`config.mk`:
```
export PLATFORM = sky130hd
export DESIGN_NAME = connect4_move_controller
export DESIGN_NICKNAME = d
export VERILOG_FILES = /design/src/rtl/connect4_move_controller.sv
export SDC_FILE = /design/constraint.sdc
export NUM_CORES = 1
export LEC_CHECK = 0
export CAP_MARGIN = 30
export CORE_ASPECT_RATIO = 1.75
export CORE_UTILIZATION = 40
export CTS_CLUSTER_SIZE = 30
export DETAILED_ROUTE_END_ITERATION = 6
export PLACE_DENSITY = 0.8
export RECOVER_POWER = 100
export SLEW_MARGIN = 30
export SYNTH_ARGS = -nofsm -noshare
export SYNTH_HDL_FRONTEND = slang
export SYNTH_SLANG_ARGS = --single-unit
```
`constraint.sdc`:
```
create_clock -name clk -period 2.5 [get_ports clk]
set_input_delay 0.25 -clock clk [delete_from_list [all_inputs] [get_ports clk]]
set_output_delay 0.25 -clock clk [all_outputs]
set_load 0.05 [all_outputs]
```
`src/rtl/connect4_move_controller.sv`:
```
// Turn sequencer for the Connect4 counter bank: validates the active player's column
// request, issues a one-cycle add, alternates turns, and tracks moves and draws.
module connect4_move_controller #(
  parameter int ROWS = 6
) (
  input  logic        clk,
  input  logic        reset,
  input  logic [3:0]  p1_col,
  input  logic        p1_req,
  input  logic [3:0]  p2_col,
  input  logic        p2_req,
  input  logic [11:0] count,
  input  logic        game_over,
  output logic [3:0]  column,
  output logic        add,
  output logic        turn,
  output logic        move_ack,
  output logic        move_reject,
  output logic        draw,
  output logic        done
);

  localparam logic [4:0] MAXMV = 5'(4 * ROWS);
  localparam logic [2:0] ROWS3 = 3'(ROWS);

  typedef enum logic [2:0] {WAIT, ISSUE, SETTLE, CHECK, OVER} state_t;

  state_t      state, state_nxt;
  logic        p1_q, p2_q;
  logic [3:0]  col_lat, col_lat_nxt;
  logic [4:0]  moves, moves_nxt;
  logic [3:0]  column_nxt;
  logic        add_nxt, turn_nxt, ack_nxt, rej_nxt, draw_nxt, done_nxt;

  logic        act_req, act_q, req_edge, one_zero, valid;
  logic [3:0]  act_col, col_inv;
  logic [2:0]  fill;

  // Only the player whose turn it is can produce an edge.
  assign act_req  = turn ? p2_req : p1_req;
  assign act_q    = turn ? p2_q   : p1_q;
  assign act_col  = turn ? p2_col : p1_col;
  assign req_edge = act_req & ~act_q;
  assign col_inv  = ~act_col;
  assign one_zero = (col_inv != 4'd0) && ((col_inv & (col_inv - 4'd1)) == 4'd0);

  always_comb begin
    fill = 3'd0;
    case (act_col)
      4'b1110: fill = count[2:0];
      4'b1101: fill = count[5:3];
      4'b1011: fill = count[8:6];
      4'b0111: fill = count[11:9];
      default: fill = 3'd0;
    endcase
  end

  assign valid = one_zero && (fill < ROWS3);

  always_comb begin
    state_nxt   = state;
    col_lat_nxt = col_lat;
    moves_nxt   = moves;
    column_nxt  = 4'b1111;
    add_nxt     = 1'b0;
    turn_nxt    = turn;
    ack_nxt     = 1'b0;
    rej_nxt     = 1'b0;
    draw_nxt    = draw;
    done_nxt    = done;
    case (state)
      WAIT: begin
        if (game_over) begin
          state_nxt = OVER;
          done_nxt  = 1'b1;
        end else if (req_edge) begin
          if (valid) begin
            state_nxt   = ISSUE;
            col_lat_nxt = act_col;
            column_nxt  = act_col;
            add_nxt     = 1'b1;
            if (moves != MAXMV) moves_nxt = moves + 5'd1;
          end else begin
            rej_nxt = 1'b1;
          end
        end
      end
      // Column stays driven through SETTLE so the counter sees a stable select.
      ISSUE:  begin
        column_nxt = col_lat;
        state_nxt  = SETTLE;
      end
      SETTLE: state_nxt = CHECK;
      CHECK: begin
        ack_nxt = 1'b1;
        if (game_over) begin
          state_nxt = OVER;
          done_nxt  = 1'b1;
        end else if (moves == MAXMV) begin
          state_nxt = OVER;
          draw_nxt  = 1'b1;
          done_nxt  = 1'b1;
        end else begin
          turn_nxt  = ~turn;
          state_nxt = WAIT;
        end
      end
      OVER:    state_nxt = OVER;
      default: state_nxt = WAIT;
    endcase
  end

  always_ff @(posedge clk or negedge reset) begin
    if (!reset) begin
      state       <= WAIT;
      p1_q        <= 1'b0;
      p2_q        <= 1'b0;
      col_lat     <= 4'b1111;
      moves       <= 5'd0;
      column      <= 4'b1111;
      add         <= 1'b0;
      turn        <= 1'b0;
      move_ack    <= 1'b0;
      move_reject <= 1'b0;
      draw        <= 1'b0;
      done        <= 1'b0;
    end else begin
      state       <= state_nxt;
      p1_q        <= p1_req;
      p2_q        <= p2_req;
      col_lat     <= col_lat_nxt;
      moves       <= moves_nxt;
      column      <= column_nxt;
      add         <= add_nxt;
      turn        <= turn_nxt;
      move_ack    <= ack_nxt;
      move_reject <= rej_nxt;
      draw        <= draw_nxt;
      done        <= done_nxt;
    end
  end

endmodule

```
== Word-level counts from Yosys, hierarchy flattened ==
Index checks and enable logic that the tools add are counted.
Word-level totals
  register bits: 24
  output and inout port bits: 10
  logic and storage cells: 75
Operators by class
  add/sub/neg operators: 2
  $lt $le $gt $ge: 1
  eq/ne operators: 14
  multiplexer cells: 27
  bitwise logic cells: 7
  reductions and logical operators: 12
Operator list (count)
  $mux 4: 4
  $mux 3: 5
  $pmux 3 s5: 1
  $mux 1: 14
  $eq 4x4->1 const B: 3
  $pmux 3 s4: 1
  $ne 3x3->1 const B: 3
  $reduce_and 3->1: 3
  $pmux 4 s2: 1
  $eq 3x2->1 const B: 2
  $add 5x1->5 const B: 1
  $eq 5x5->1 const B: 1
  $ne 5x5->1 const B: 1
  $reduce_and 5->1: 1
  $and 4x4->4: 1
  $eq 4x3->1 const B: 1
  $logic_not 4->1: 1
  $not 1->1: 4
  $not 4->4: 1
  $reduce_and 4->1: 1
  $reduce_bool 4->1: 1
  $sub 4x1->4 const B: 1
  $eq 3x1->1 const B: 1
  $eq 3x3->1 const B: 1
  other kinds (8): 9

== Depth between registers and ports, before layout ==
Gate-level depths: netlist (run 1).
  depth after elaboration: 11
  depth in mapped cells: 7

== Worst setup path before layout (run 1) ==
Ideal clock, no wire load.
  path type: register to register
  start: register turn
  end: register moves[1]
  data arrival time: 2127 ps
  required time: 2375 ps
  path slack: 248 ps
  cell stages (with the launch flop): 7
  buffers on the path: 1
  cell sequence: dfrtp_1 -> buf_6 -> mux2_4 -> a22oi_2 -> or3_4 -> o31a_2 -> mux2_4
Between the ends
  word-level cells in the longest chain between the ends: 8
RTL lines
  from (decl): RTL line 16  | output logic turn,
  from (signal assigned): RTL line 135  | turn <= turn_nxt;
  $mux 4: RTL line 42  | assign act_col = turn ? p2_col : p1_col;
  $not 4->4: RTL line 44  | assign col_inv = ~act_col;
  $sub 4x1->4: RTL line 45  | assign one_zero = (col_inv != 4'd0) && ((col_inv & (col_inv - 4'd1)) == 4'd0);
  $and 4x4->4: RTL line 45
  $logic_not 4->1: RTL line 45
  $logic_and 1x1->1: RTL line 45
  $logic_and 1x1->1: RTL line 58  | assign valid = one_zero && (fill < ROWS3);
  $reduce_and 5->1 (no line) *
  to (signal assigned): RTL line 132  | moves <= moves_nxt;
  to (decl): RTL line 31  | logic [4:0] moves, moves_nxt;
Every way passes the cells marked *; elsewhere a longest branch is shown, timed or not.
A chain may end at the register's enable or synchronous reset.

== Final worst setup path (run 1) ==
  start: register turn
  end: register moves[2]
The elaborated chain is that of the path after synthesis.

==> results_dict.tcl, run 1 <==
set metrics [dict create \
    avgRoutedWirePerCell_um 14.25 \
    die_area_mm2 0.003313 \
    ant_nets 0 \
    timing.max_cap.violations 0 \
    startpoint_type "flop" \
    fill_cells 254 \
    crit_slowest_cell "dfrtp_1" \
    synthMuxAreaShare_pct 9.553 \
    crit_path_end_kind "flop" \
    syn_area_mm2 0.001231 \
    antenna_found_initial 0 \
    drt_wl_total_um 2451 \
    setup_tns_ns 0 \
    avgSynthCellArea_um2 10.99 \
    portBuffers 30 \
    path_class "reg2reg" \
    cts_tree "yes" \
    slew_violations 0 \
    outcome "complete, but fails checks" \
    finalSetupViolCount 0 \
    clock_sinks 24 \
    synth_largest_area_cell "dfrtp_1" \
    dieHeight_um 75.39 \
    drt_iter0_drc 28 \
    grt_pass1_vias 924 \
    worstRegToRegCells 5 \
    critPathLaunch "turn" \
    ys_seq_elements 24 \
    vias 966 \
    pin_count 35 \
    syn-num-nets 139 \
    nets 172 \
    skew_ns 0.005110 \
    tightest_slew_ns 0.7215 \
    clk_path_buf_depth 2 \
    fmax_mhz 434.4 \
    finalPower_uw 723.0 \
    clk_pin_slew_ns 0.08 \
    path_delay_family "multiplexers" \
    yosys-top-cells-area "dfrtp_1, dfstp_2, mux2_2, nor2_1, xnor2_1" \
    hold_buffers 0 \
    ir_drop_uv 190.1 \
    ctsRootBufferMaster "clkbuf_8" \
    drive_above_1_share_pct 16.67 \
    viasPerCell 5.616 \
    cts_setup_buffers 0 \
    die_x_um 43.94 \
    power_density_mw_per_mm2 454.6 \
    synth_cell_type_count 46 \
    cts_resized 0 \
    synth_compound_area_share_pct 15.96 \
    grt_max_degree 15 \
    period_minus_slack_ns 2.302 \
    required_ns 2.65 \
    overflow 0 \
    dominantRegCellSynth "dfrtp_1" \
    synth_xor_xnor_area_share_pct 3.557 \
    violations "DRC" \
    yosys.area_share.adder_pct 2.033 \
    synth_top_family_by_area "compound AO/OA/AOI/OAI gates" \
    place_area_mm2 0.001558 \
    grt_pass1_wl_um 3926 \
    numCtsBuffers 3 \
    initial_utilization_pct 42.05 \
    ys_seq_area_share_pct 49.59 \
    relSlewSlack_pct 51.90 \
    yosys.area_share.simple_pct 15.85 \
    r2r_slack_ns 0.20 \
    num_antenna_cells 0 \
    reg2reg_from "turn" \
    synth_common_cells "dfrtp_1, nor2_1, nand2_1, dfstp_2" \
    min_path_type "in2async" \
    postLayoutCellArea_mm2 0.001590 \
    area_growth_pct 29.17 \
    drc 4 \
    crit_arrival_ns 2.45 \
    crit-reg2reg-capture "moves[2]" \
    coreArea_mm2 0.002928 \
    yosysMostFrequentCell "dfrtp_1" \
    drt-pass1-iter-count 7 \
    gp_congestion 0.8353 \
    grt_use_total_pct 15.54 \
    clkLatencyLatePin_ns 0.26 \
    leakage_uw 0.0006811 \
    timing.critical_path.buf_inv 0 \
    hold_viol_final 0 \
    finalCritPeriodShare_pct 92.09 \
    synth.top_cell.area_share_pct 32.52 \
    yosysWarnings 0 \
    htreeDepth 1 \
    rsz0062_at_grt "false" \
    max_stage_delay_ns 0.64 \
    syn_inst 112 \
    fp-row-count 26 \
    cp_max_fo 12 \
    synth-async-reset-ratio_pct 100.0 \
    dp_hpwl_um 1937 \
    path_cells "mux2i_1 > nand3_1 > a211oi_1 > o21ai_1 > mux2_1" \
    synth_edf_count 0 \
]
[final cells by class]
class,count,area (um^2),share of cell area (%)
Sequential cell,24,610.6,38.39
Inverter,5,18.77,1.180
Timing Repair Buffer,32,311.5,19.59
Clock inverter,1,3.754,0.2360
Multi-Input combinational cell,79,569.3,35.80
Tap cell,28,35.03,2.203
Clock buffer,3,41.29,2.596
[cell families (layout without fill, tap and decap cells)]
kind of cell / count (synthesis) / count (layout)
multiplexers: 10 / 10
adder cells (fa/ha/maj): 2 / 2
flip-flops: 24 / 24
buffers and inverters: 9 / 41
AO/OA/AOI/OAI: 24 / 24
AND/OR/NAND/NOR: 38 / 38
XOR/XNOR: 5 / 5
[worst max-delay path by stage]
stage	depth (start not counted)	to
after global placement	7	moves[2]
final	5	moves[2]
after CTS	5	moves[2]
after global routing	5	moves[2]
after floorplan	6	moves[1]
after detailed placement	5	moves[2]
[worst register-to-register path, delay by kind of cell (launching register included)]
kind / cells / cell delay [ns]
simple gates: 1 / 0.23
mux: 2 / 0.75
flops: 1 / 0.64
compound gates: 2 / 0.59
[stage by stage]
step                      util, %  setup slack, ns  hold slack, ns  cells
after floorplan                 -           0.2476        -0.04559    112
after global placement      53.21           0.2784          0.4579    168
after detailed placement    53.21           0.2035          0.4630    168
after CTS                   54.74           0.1814          0.3146    172
after global routing        54.32          0.06129          0.4093    172
final                       54.32           0.1978          0.3731    172
[state kept, by name, indices dropped and copies added (netlist names)]
name         cells
p1_q             1
moves            5
done             1
state            3
draw             1
turn             1
p2_q             1
column           4
add              1
move_ack         1
move_reject      1
col_lat          4
[report_power, final]
group | total (uW) | internal [uW] | switching [uW] | leakage, uW
logic | 95.8 | 49.5 | 46.4 | 0.000366
registers | 403 | 397 | 6.66 | 0.000292
clock network | 224 | 110 | 114 | 0.0000231
total | 723 | 556 | 167 | 0.000681
[layer usage]
layer / vias up / share of wire (%) / track usage (%)
li1: 467 / - / -
met1: 469 / 39 / 17.62
met2: 28 / 55 / 28.86
met3: 2 / 4.5 / 1.185
met4: 0 / 1.3 / 7.407
met5: - / 0 / 0
[layout by cell type, fill, tap and decap left out, types with 4 or more instances in the layout]
cell	synthesis	layout
dlygate4sd3_1	0	13
mux2_2	5	4
dfrtp_1	16	16
clkdlybuf4s50_1	0	17
xnor2_1	4	4
a21oi_1	4	4
inv_1	5	5
dfstp_2	8	8
nor2_1	14	14
nand2_1	9	9
Power figures use the tool's default switching activity.
==> inputs of run 2 (changes only) <==
Settings changed: CORE_MARGIN from default to 8, CORE_UTILIZATION 40 to 35, PLACE_DENSITY 0.8 to 0.73.
==> run 2 against run 1 <==
Against the previous run: the run now ends clean; clock-buffer cell count unchanged; maximum frequency is essentially flat; first-iteration DRC count down 43%; power increased by 15%; via count decreased by 2.8%; final cell count is 9.9% higher; critical path type unchanged; clock skew hardly changed; worst hold slack gained 0.10 ns.
==> results_dict.tcl, run 2 (synthesis gave the netlist of run 1 again) <==
set metrics [dict create \
    outcome "complete, no violations" \
    r2r_slack_ns 0.20 \
    relSlewSlack_pct 17.53 \
    antenna_found_initial 0 \
    crit_path_end_kind "flop" \
    die_area_mm2 0.005746 \
    dp_cells 185 \
    portBuffers 30 \
    area_growth_pct 33.44 \
    cts_tree "yes" \
    regMostFlops "moves" \
    cp_max_fo 12 \
    vias 939 \
    leakage_uw 0.0006926 \
    overflow 0 \
    dieHeight_um 94.46 \
    clkLatencyLatePin_ns 0.26 \
    num_antenna_cells 0 \
    reg2reg_from "turn" \
    final_common_cell "clkdlybuf4s50_1" \
    hold_buffers 0 \
    cts_resized 0 \
    hold_depth 1 \
    gp_congestion 0.8067 \
    slew_violations 0 \
    ant_nets 0 \
    finalNonFillerCells 189 \
    fmax_mhz 434.3 \
    required_ns 2.70 \
    dp_slack_ns 0.2079 \
    startpoint_type "flop" \
    ir_drop_uv 286.2 \
    grt_pass1_vias 1008 \
    drt-pass1-iter-count 4 \
    path_class "reg2reg" \
    dp_hpwl_um 2207 \
    grt_pass1_wl_um 4298 \
    min_path_type "reg2reg" \
    cp-endpoint "col_lat[2]" \
    die_x_um 60.84 \
    worst_slack_ns 0.1976 \
    grt_use_total_pct 9.930 \
    ctsRootBufferMaster "clkbuf_8" \
    timing.max_cap.violations 0 \
    critPathLaunch "turn" \
    setup_tns_ns 0 \
    numCtsBuffers 3 \
    coreArea_mm2 0.003363 \
    period_minus_slack_ns 2.302 \
    crit_arrival_ns 2.50 \
    finalSetupViolCount 0 \
    drive_above_1_share_pct 17.36 \
    htreeDepth 1 \
    drc 0 \
    initial_utilization_pct 36.61 \
    finalPower_uw 833.0 \
    drt_iter0_drc 16 \
    largest_reg_flops 5 \
    worstRegToRegCells 5 \
    nets 172 \
    grt_max_degree 25 \
    finalCritPeriodShare_pct 92.10 \
    clock_sinks 24 \
    viasPerCell 4.968 \
    clk_path_buf_depth 2 \
    whs_ns 0.4759 \
    rsz0062_at_grt "false" \
    avgRoutedWirePerCell_um 14.25 \
    hold_viol_final 0 \
    power_density_mw_per_mm2 507.0 \
    crit-reg2reg-capture "col_lat[2]" \
    clk_pin_slew_ns 0.08 \
    top_regs "moves: 5 flops, col_lat: 4 flops, column: 4 flops" \
    tightest_slew_ns 1.237 \
    mostFrequentLayoutCells "clkdlybuf4s50_1, dfrtp_1, nor2_1" \
    pin_count 35 \
    skew_ns 0.004723 \
    cts_setup_buffers 0 \
    drt_wl_total_um 2693 \
    fp-row-count 28 \
]
run 2: layer usage:
layer / share of wire (%) / global-route usage (%) / vias up / wire [um]
met5: 0 / 0 / - / 0
met4: 2.5 / 6.458 / 0 / 68
met3: 5.6 / 2.180 / 5 / 150
met2: 57 / 18.62 / 21 / 1528
met1: 35 / 8.885 / 448 / 946
li1: - / - / 465 / -
run 2: worst max-delay path: stages, from the launching register on:
cell and delay, ns:
dfrtp_1 0.66, mux2i_1 0.41, nand3_1 0.23, a21o_1 0.25, a21oi_2 0.31, mux2_2 0.37
run 2: how the worst min path moves through the flow:
stage                   from  endpoint  slack (ns)
floorplan              reset       add       -0.05
global route            draw      draw        0.50
finish                  draw      draw        0.48
detailed placement  moves[4]  moves[4]        0.47
global placement        draw      draw        0.45
CTS                    reset  move_ack        0.33
run 2: through the flow:
stage / area [um^2] / utilization [%]
5_1_grt: 1643 / 48.85
4_1_cts: 1650 / 49.07
3_5_place_dp: 1579 / 46.95
6_report: 1643 / 48.85
2_1_floorplan: 1231 / -
3_3_place_gp: 1579 / 46.95
run 2: layout make-up:
type | count | area, um^2
inverters | 5 | 18.77
clock buffers | 3 | 41.29
well taps | 45 | 56.30
repair buffers | 32 | 311.5
clock inverters | 1 | 30.03
flip-flops and latches | 24 | 610.6
multi-input cells | 79 | 574.3
fillers | 332 | 1720
run 2: power breakdown:
group          total, uW  leakage [uW]  internal (uW)  switching [uW]
clock                332     0.0000357            214             118
sequential           403      0.000292            396            6.66
combinational       97.6      0.000365           49.9            47.8
total                833      0.000693            660             173
